`src/rtl/instr_encoder.sv`:
```
// RV32I instruction encoder feeding a small word FIFO that streams encoded
// instructions to sequential imem byte addresses over a valid/ready handshake.
module instr_encoder #(
  parameter int unsigned     DEPTH     = 4,
  parameter longint unsigned BASE_ADDR = 0,
  parameter int unsigned     ADDR_W    = 32
) (
  input  logic              clk,
  input  logic              rst,
  input  logic              flush,
  input  logic              req_valid,
  output logic              req_ready,
  input  logic [2:0]        req_kind,
  input  logic [4:0]        req_rd,
  input  logic [4:0]        req_rs1,
  input  logic [4:0]        req_rs2,
  input  logic [2:0]        req_funct3,
  input  logic [6:0]        req_funct7,
  input  logic [31:0]       req_imm,
  output logic              mem_valid,
  input  logic              mem_ready,
  output logic [ADDR_W-1:0] mem_addr,
  output logic [31:0]       mem_wdata,
  output logic [15:0]       words_written,
  output logic              err
);

  localparam int unsigned       AW       = $clog2(DEPTH);
  localparam logic [AW:0]       LP_DEPTH = (AW+1)'(DEPTH);
  localparam logic [ADDR_W-1:0] LP_BASE  = ADDR_W'(BASE_ADDR);

  typedef enum logic [2:0] {
    K_R   = 3'd0,
    K_I   = 3'd1,
    K_LW  = 3'd2,
    K_SW  = 3'd3,
    K_BEQ = 3'd4,
    K_JAL = 3'd5
  } kind_e;

  logic [31:0]       r_mem [DEPTH];
  logic [AW-1:0]     r_rptr;
  logic [AW-1:0]     r_wptr;
  logic [AW:0]       r_count;
  logic [ADDR_W-1:0] r_addr;
  logic [15:0]       r_words;
  logic              r_err;

  logic        w_full;
  logic        w_empty;
  logic        w_legal;
  logic        w_accept;
  logic        w_push;
  logic        w_pop;
  logic [31:0] w_word;
  logic        w_imm12_ok;
  logic        w_imm13_ok;
  logic        w_imm21_ok;

  // An immediate fits in N signed bits when every bit from N-1 upward agrees.
  assign w_imm12_ok = (&req_imm[31:11]) | ~(|req_imm[31:11]);
  assign w_imm13_ok = (&req_imm[31:12]) | ~(|req_imm[31:12]);
  assign w_imm21_ok = (&req_imm[31:20]) | ~(|req_imm[31:20]);

  always_comb begin
    // NOTE: defaults first so no path through the case leaves a value unassigned (avoids latches).
    w_word  = '0;
    w_legal = 1'b0;
    case (req_kind)
      K_R: begin
        w_word  = {req_funct7, req_rs2, req_rs1, req_funct3, req_rd, 7'b0110011};
        w_legal = 1'b1;
      end
      K_I: begin
        w_word  = {req_imm[11:0], req_rs1, req_funct3, req_rd, 7'b0010011};
        w_legal = w_imm12_ok;
      end
      K_LW: begin
        w_word  = {req_imm[11:0], req_rs1, 3'b010, req_rd, 7'b0000011};
        w_legal = w_imm12_ok;
      end
      K_SW: begin
        w_word  = {req_imm[11:5], req_rs2, req_rs1, 3'b010, req_imm[4:0], 7'b0100011};
        w_legal = w_imm12_ok;
      end
      K_BEQ: begin
        w_word  = {req_imm[12], req_imm[10:5], req_rs2, req_rs1, 3'b000,
                   req_imm[4:1], req_imm[11], 7'b1100011};
        w_legal = w_imm13_ok & ~req_imm[0];
      end
      K_JAL: begin
        w_word  = {req_imm[20], req_imm[10:1], req_imm[11], req_imm[19:12],
                   req_rd, 7'b1101111};
        w_legal = w_imm21_ok & ~req_imm[0];
      end
      default: ;
    endcase
  end

  assign w_full    = (r_count == LP_DEPTH);
  assign w_empty   = (r_count == '0);
  assign req_ready = !w_full && !flush;
  assign w_accept  = req_valid && req_ready;
  assign w_push    = w_accept && w_legal;
  assign w_pop     = !w_empty && mem_ready;

  assign mem_valid     = !w_empty;
  assign mem_wdata     = w_empty ? 32'd0 : r_mem[r_rptr];
  assign mem_addr      = r_addr;
  assign words_written = r_words;
  assign err           = r_err;

  // NOTE: sequential state uses non-blocking assignments so every register samples pre-edge values.
  always_ff @(posedge clk) begin
    if (rst) begin
      r_rptr  <= '0;
      r_wptr  <= '0;
      r_count <= '0;
      r_addr  <= LP_BASE;
      r_words <= '0;
      r_err   <= 1'b0;
    end else if (flush) begin
      r_rptr  <= '0;
      r_wptr  <= '0;
      r_count <= '0;
      r_addr  <= LP_BASE;
      r_err   <= 1'b0;
    end else begin
      if (w_push) r_wptr <= r_wptr + 1'b1;
      if (w_pop) begin
        r_rptr  <= r_rptr + 1'b1;
        r_addr  <= r_addr + ADDR_W'(4);
        r_words <= r_words + 16'd1;
      end
      if (w_accept && !w_legal) r_err <= 1'b1;
      case ({w_push, w_pop})
        2'b10:   r_count <= r_count + 1'b1;
        2'b01:   r_count <= r_count - 1'b1;
        default: ;
      endcase
    end
  end

  // NOTE: storage is not reset; the count gates every read, so stale entries are never visible.
  always_ff @(posedge clk) begin
    if (w_push && !rst) r_mem[r_wptr] <= w_word;
  end

endmodule

```
`config.mk`:
```
export PLATFORM = sky130hd
export DESIGN_NAME = instr_encoder
export DESIGN_NICKNAME = d
export VERILOG_FILES = /design/src/rtl/instr_encoder.sv
export SDC_FILE = /design/constraint.sdc
export NUM_CORES = 1
export LEC_CHECK = 0
export ABC_CLOCK_PERIOD_IN_PS = 6000
export CORE_UTILIZATION = 25
export CTS_CLUSTER_SIZE = 20
export DETAILED_ROUTE_END_ITERATION = 8
export PLACE_DENSITY = 0.47
export SLEW_MARGIN = 20
export SYNTH_ARGS = -nofsm -noshare
export SYNTH_HDL_FRONTEND = slang
export SYNTH_SLANG_ARGS = --single-unit
```
`constraint.sdc`:
```
create_clock -name clk -period 6 [get_ports clk]
set_input_delay 0.6 -clock clk [delete_from_list [all_inputs] [get_ports clk]]
set_output_delay 0.6 -clock clk [all_outputs]
set_load 0.02 [all_outputs]
```
After elaboration in Yosys (flattened, before gate mapping)
Memories as Yosys holds them, arrays and structs flattened. A register that Yosys moved wholly into a read port is not among the register bits.
Index checks and enable logic that the tools add are counted.
- shifts and indexed selects: 0
- $add $sub $neg: 6
- eq/ne operators: 8
- reduce and logical (&&, ||, !) cells: 23
- $mul: 0
- div/mod/pow operators: 0
- mux-type cells: 8
- bitwise operators: 10
- $lt $le $gt $ge: 0
- operator list (operator ; number):
    $pmux 32 s6 ; 1
    $add 32x3->32 const B ; 1
    $mux 32 ; 1
    $reduce_and 21->1 ; 1
    $reduce_or 21->1 ; 1
    $reduce_and 20->1 ; 1
    $reduce_or 20->1 ; 1
    $add 16x1->16 const B ; 1
    $reduce_and 12->1 ; 1
    $reduce_or 12->1 ; 1
    $eq 3x3->1 const B ; 3
    $eq 3x2->1 const B ; 2
    $logic_and 1x1->1 ; 6
    $logic_not 3->1 ; 2
    $pmux 3 s2 ; 1
    $logic_not 1->1 ; 5
    $not 1->1 ; 5
    $add 2x1->2 const B ; 2
    $mux 2 ; 2
    $pmux 1 s4 ; 1
    $add 3x1->3 const B ; 1
    $eq 3x1->1 const B ; 1
    $or 1x1->1 ; 3
    $reduce_or 3->1 ; 1
    other kinds (8) ; 10
- flip-flop bits (word level): 56
- memory bits (writable): 128
- memories: 1
- memory bits (read-only): 0
- bits in latches: 0
- memories (name ; depth ; bits a word ; read ports ; clocked after Yosys merged registers in ; wr ports ; RTL line ; text):
    r_mem ; 4 ; 32 ; 1 ; 1 ; 1 ; 41 ; logic [31:0] r_mem [DEPTH];

Logic depth before layout (Yosys ltp)
- depth after elaboration: 9
- mapped depth: 13

Least setup slack after synthesis
Ideal clock, no wire load.
- kind: input -> register
- from: input flush
- to: memory r_mem[1][10] (enable)
- stages on the path: 6
- required time: 5.539 ns
- slack: 1.570 ns
- arrival time: 3.969 ns
- path buffers: 2
- cell sequence: clkbuf_1 a31oi_1 nand2_1 a31o_1 buf_2 nor3b_1
- word-level cells in the longest chain between the ends: 7
- RTL lines (item ; RTL line ; text):
    start, declared ; 10 ; input logic flush,
    $logic_not 1->1 ; 102 ; assign req_ready = !w_full && !flush;
    $logic_and 1x1->1 ; 102 ;
    via req_ready ; 12 ; output logic req_ready,
    $logic_and 1x1->1 ; 103 ; assign w_accept = req_valid && req_ready;
    $logic_and 1x1->1 ; 104 ; assign w_push = w_accept && w_legal;
    $logic_and 1x1->1 ; 146 ; if (w_push && !rst) r_mem[r_wptr] <= w_word;
    $mux 1 ; 146 ;
    $mux 1 (not written as such) ; 146 ;
    end, declared ; 41 ;
The timed path passes the listed nets, and every way through them passes these cells.

Worst setup path after layout
- from: input req_kind[2]
- to: memory r_mem[0][20] (enable)
- word-level cells in the longest chain between the ends: 7
- elaborated cells between the ends (all ways): 12
- RTL lines (item ; RTL line ; text):
    start, declared ; 13 ; input logic [2:0] req_kind,
    $eq 3x2->1 or $eq 3x1->1 (tied branches) ; 69 ; case (req_kind)
    $reduce_or 3->1 (no source line) ; n/a ;
    $pmux 1 s4 (*) ; 69 ;
    $logic_and 1x1->1 (*) ; 104 ;
    $logic_and 1x1->1 (*) ; 146 ;
    $mux 1 (*) ; 146 ;
    $mux 1 (not written as such) (*) ; 146 ;
Mark *: on every way between the ends. The rest lies on a longest branch, timed or not.

==> results.toml <==
[outcome]
status = "complete, but fails checks"
violations = "design-rule violations"

[clock_tree]
cts_tree = "built"
clock-sinks = 176
ctsRootBufferMaster = "clkbuf_16"
htreeDepth = 4
cts_buffer_depth = 2
cts.clk_slew.worst_paths_ns = 0.07
post_cts_resized = 0
ctsHoldBuffers = 0
cts-buffers-inserted = 17
insertion_delay_ns = 0.43
cts_setup_buffers = 0

[placement]
io_buffers = 145
placedInstanceArea_um2 = 9810
routabilityCongestion = 0.744
pre_cts_slack_ns = 1.95
hpwl_um = 14100

[min_path]
min_path_type = "reg -> reg"

[setup_path]
worstSetupPathType = "in -> reg"
endpoint_kind = "flip-flop"
critical_path_peak_fanout = 23
cp.arrival_ns = 3.70
required_ns = 6.13
start_kind = "input port"

[final_layout]
fillers = 3022
diodes = 0
drive_gt1_share_pct = 12.2
nets = 832
area_growth_pct = 31.8
stdcell_area_um2 = 10400

[detailed_routing]
ant_nets = 0
wire_per_inst_um = 17.5
wirelength_um = 20500
drtIter0Drc = 363
vias = 5347
dr.pass1.iters = 7
via_per_inst = 4.58
route.detailed.drc = 7

[logic_synthesis]
synth_area_um2 = 7900
synth_top_cell_by_area = "edfxtp_1"
syn_inst = 618
synth_top_cell_area_share_pct = 45.6
ys_types = 51
synthArstFlopShare_pct = 0
ys_seq_area_share_pct = 59.8
synth_seq_cells = 176
syn_avg_cell_area_um2 = 12.8
synth_edf_count = 120
yosysWarningCount = 0
synth.area.top_cells = "edfxtp_1 (46%), dfxtp_1 (14%), mux4_2 (8.6%)"
synth_ff_type = "edfxtp_1"

[global_route]
gr-usage-all-layers_pct = 13.0
grt_pass1_wl_um = 31900
first_global_vias = 5322
grt_max_degree = 44
grt_overflow_total = 0
antenna_found_initial = 0

[sta]
tightest_slew_ns = 0.859
slew_violations = 0
fin_ws_ns = 2.43
rsz0062_at_grt = "no"
whs_ns = 0.479
period_minus_slack_ns = 3.57
max_freq_ghz = 0.280
final-hold-violation-count = 0
finalSetupViolCount = 0
max_slew_margin_pct = 42.6
finalSetupTns_ns = 0
fin_crit_sh_pct = 59.6
skew_ns = 0.00931

[floorplanning]
die_w_um = 180
ios = 148
core-area_um2 = 30800
start_util_pct = 25.6
die_area_um2 = 32300
die_y_um = 180
rows = 64

[pwr]
ir_drop_v = 0.000176
p_total_uw = 2590
power_density_nw_per_um2 = 249
p_leak_uw = 0.00331

[run]
maxCapViolCount = 0
final timing paths:
check / slack, ns / end / from / depth (start not counted)
max: 2.43 / r_mem[0][20]$_DFFE_PP_ / req_kind[2] / 7
min: 0.48 / mem_addr[31]$_SDFFE_PP0P_ / mem_addr[31]$_SDFFE_PP0P_ / 2
max reg2reg: 3.29 / r_mem[0][20]$_DFFE_PP_ / r_count[0]$_SDFFE_PP0P_ / 6
min reg2reg: 0.48 / mem_addr[31]$_SDFFE_PP0P_ / mem_addr[31]$_SDFFE_PP0P_ / 2
report_power, final:
group	leakage [µW]	switching [µW]	internal (µW)
combinational	0.00148	79.8	65.8
sequential	0.00155	0.694	1300
clock	0.000286	513	627
total	0.00331	593	2000
cell usage in the layout (no fill, tap or decap), drive strengths merged, types with 12 or more instances in the layout:
cell           Yosys  final
buf               17     15
clkbuf            21     17
clkdlybuf4s50      0    144
dfxtp             56     56
edfxtp           120    120
inv               17     25
mux2i             14     14
mux4              30     30
nand2             36     36
nand3             14     14
nand4             19     19
nor2              63     63
nor2b             38     38
o21ai             12     12
o22ai             16     16
xnor2             17     17
xor2              24     24
per-layer routing:
metal / GRT usage (%) / vias to the layer above / routed length [µm]
met3: 3.44 / 9 / 1140
met1: 17.0 / 2632 / 9180
met4: 3.00 / 0 / 129
li1: - / 2579 / -
met5: 0 / - / 0
met2: 21.5 / 127 / 10000
registers in the layout, summed over array words and instances (netlist names), named ones only:
name / cells
err: 1
mem_addr: 30
r_count: 3
r_mem: 120
r_rptr: 2
r_wptr: 2
words_written: 16
synth_stat cells, drive strengths merged (3+ instances only):
cell type	instances
a31oi	10
nor3b	5
and4	5
nor2	63
a31o	3
dfxtp	56
ha	7
a21oi	10
nand2b	3
nand2	36
edfxtp	120
xnor2	17
nor3	9
or3	9
xor2	24
nand3	14
o22ai	16
mux4	30
clkbuf	21
mux2i	14
nand4	19
o21ai	12
buf	17
nor4	10
a2bb2oi	5
nor2b	38
a22oi	10
inv	17
cell type report:
type | count | area (µm²) | share of cell area (%)
Multi-Input combinational cell | 388 | 2960 | 28.5
Tap cell | 396 | 495 | 4.76
Timing Repair Buffer | 159 | 1560 | 15.0
Inverter | 17 | 63.8 | 0.613
Clock buffer | 17 | 425 | 4.09
Sequential cell | 176 | 4730 | 45.4
Clock inverter | 15 | 171 | 1.65
kinds of logic after synthesis:
kind of cell / count (synthesis) / synth area share [%]
AO/OA/AOI/OAI: 74 / 6.13
XOR/XNOR: 41 / 4.54
adder cells (fa/ha/maj): 8 / 1.36
buffers and inverters: 55 / 3.14
flip-flops: 176 / 59.8
multiplexers: 44 / 10.3
other: 1 / 0.0475
AND/OR/NAND/NOR: 219 / 14.7
critical path, stage by stage:
cell             delay (ns)
clkdlybuf4s50_1        1.03
and3b_1                0.42
nand2b_1               0.09
a21o_1                 0.20
a31o_1                 0.35
nor3b_2                0.72
buf_12                 0.28
metrics by stage:
step	util [%]	instances
CTS	33.8	1168
global route	33.8	1168
global placement	31.8	1136
detailed placement	31.8	1136
floorplan	-	619
finish	33.8	1168
Power figures use the tool's default switching activity.
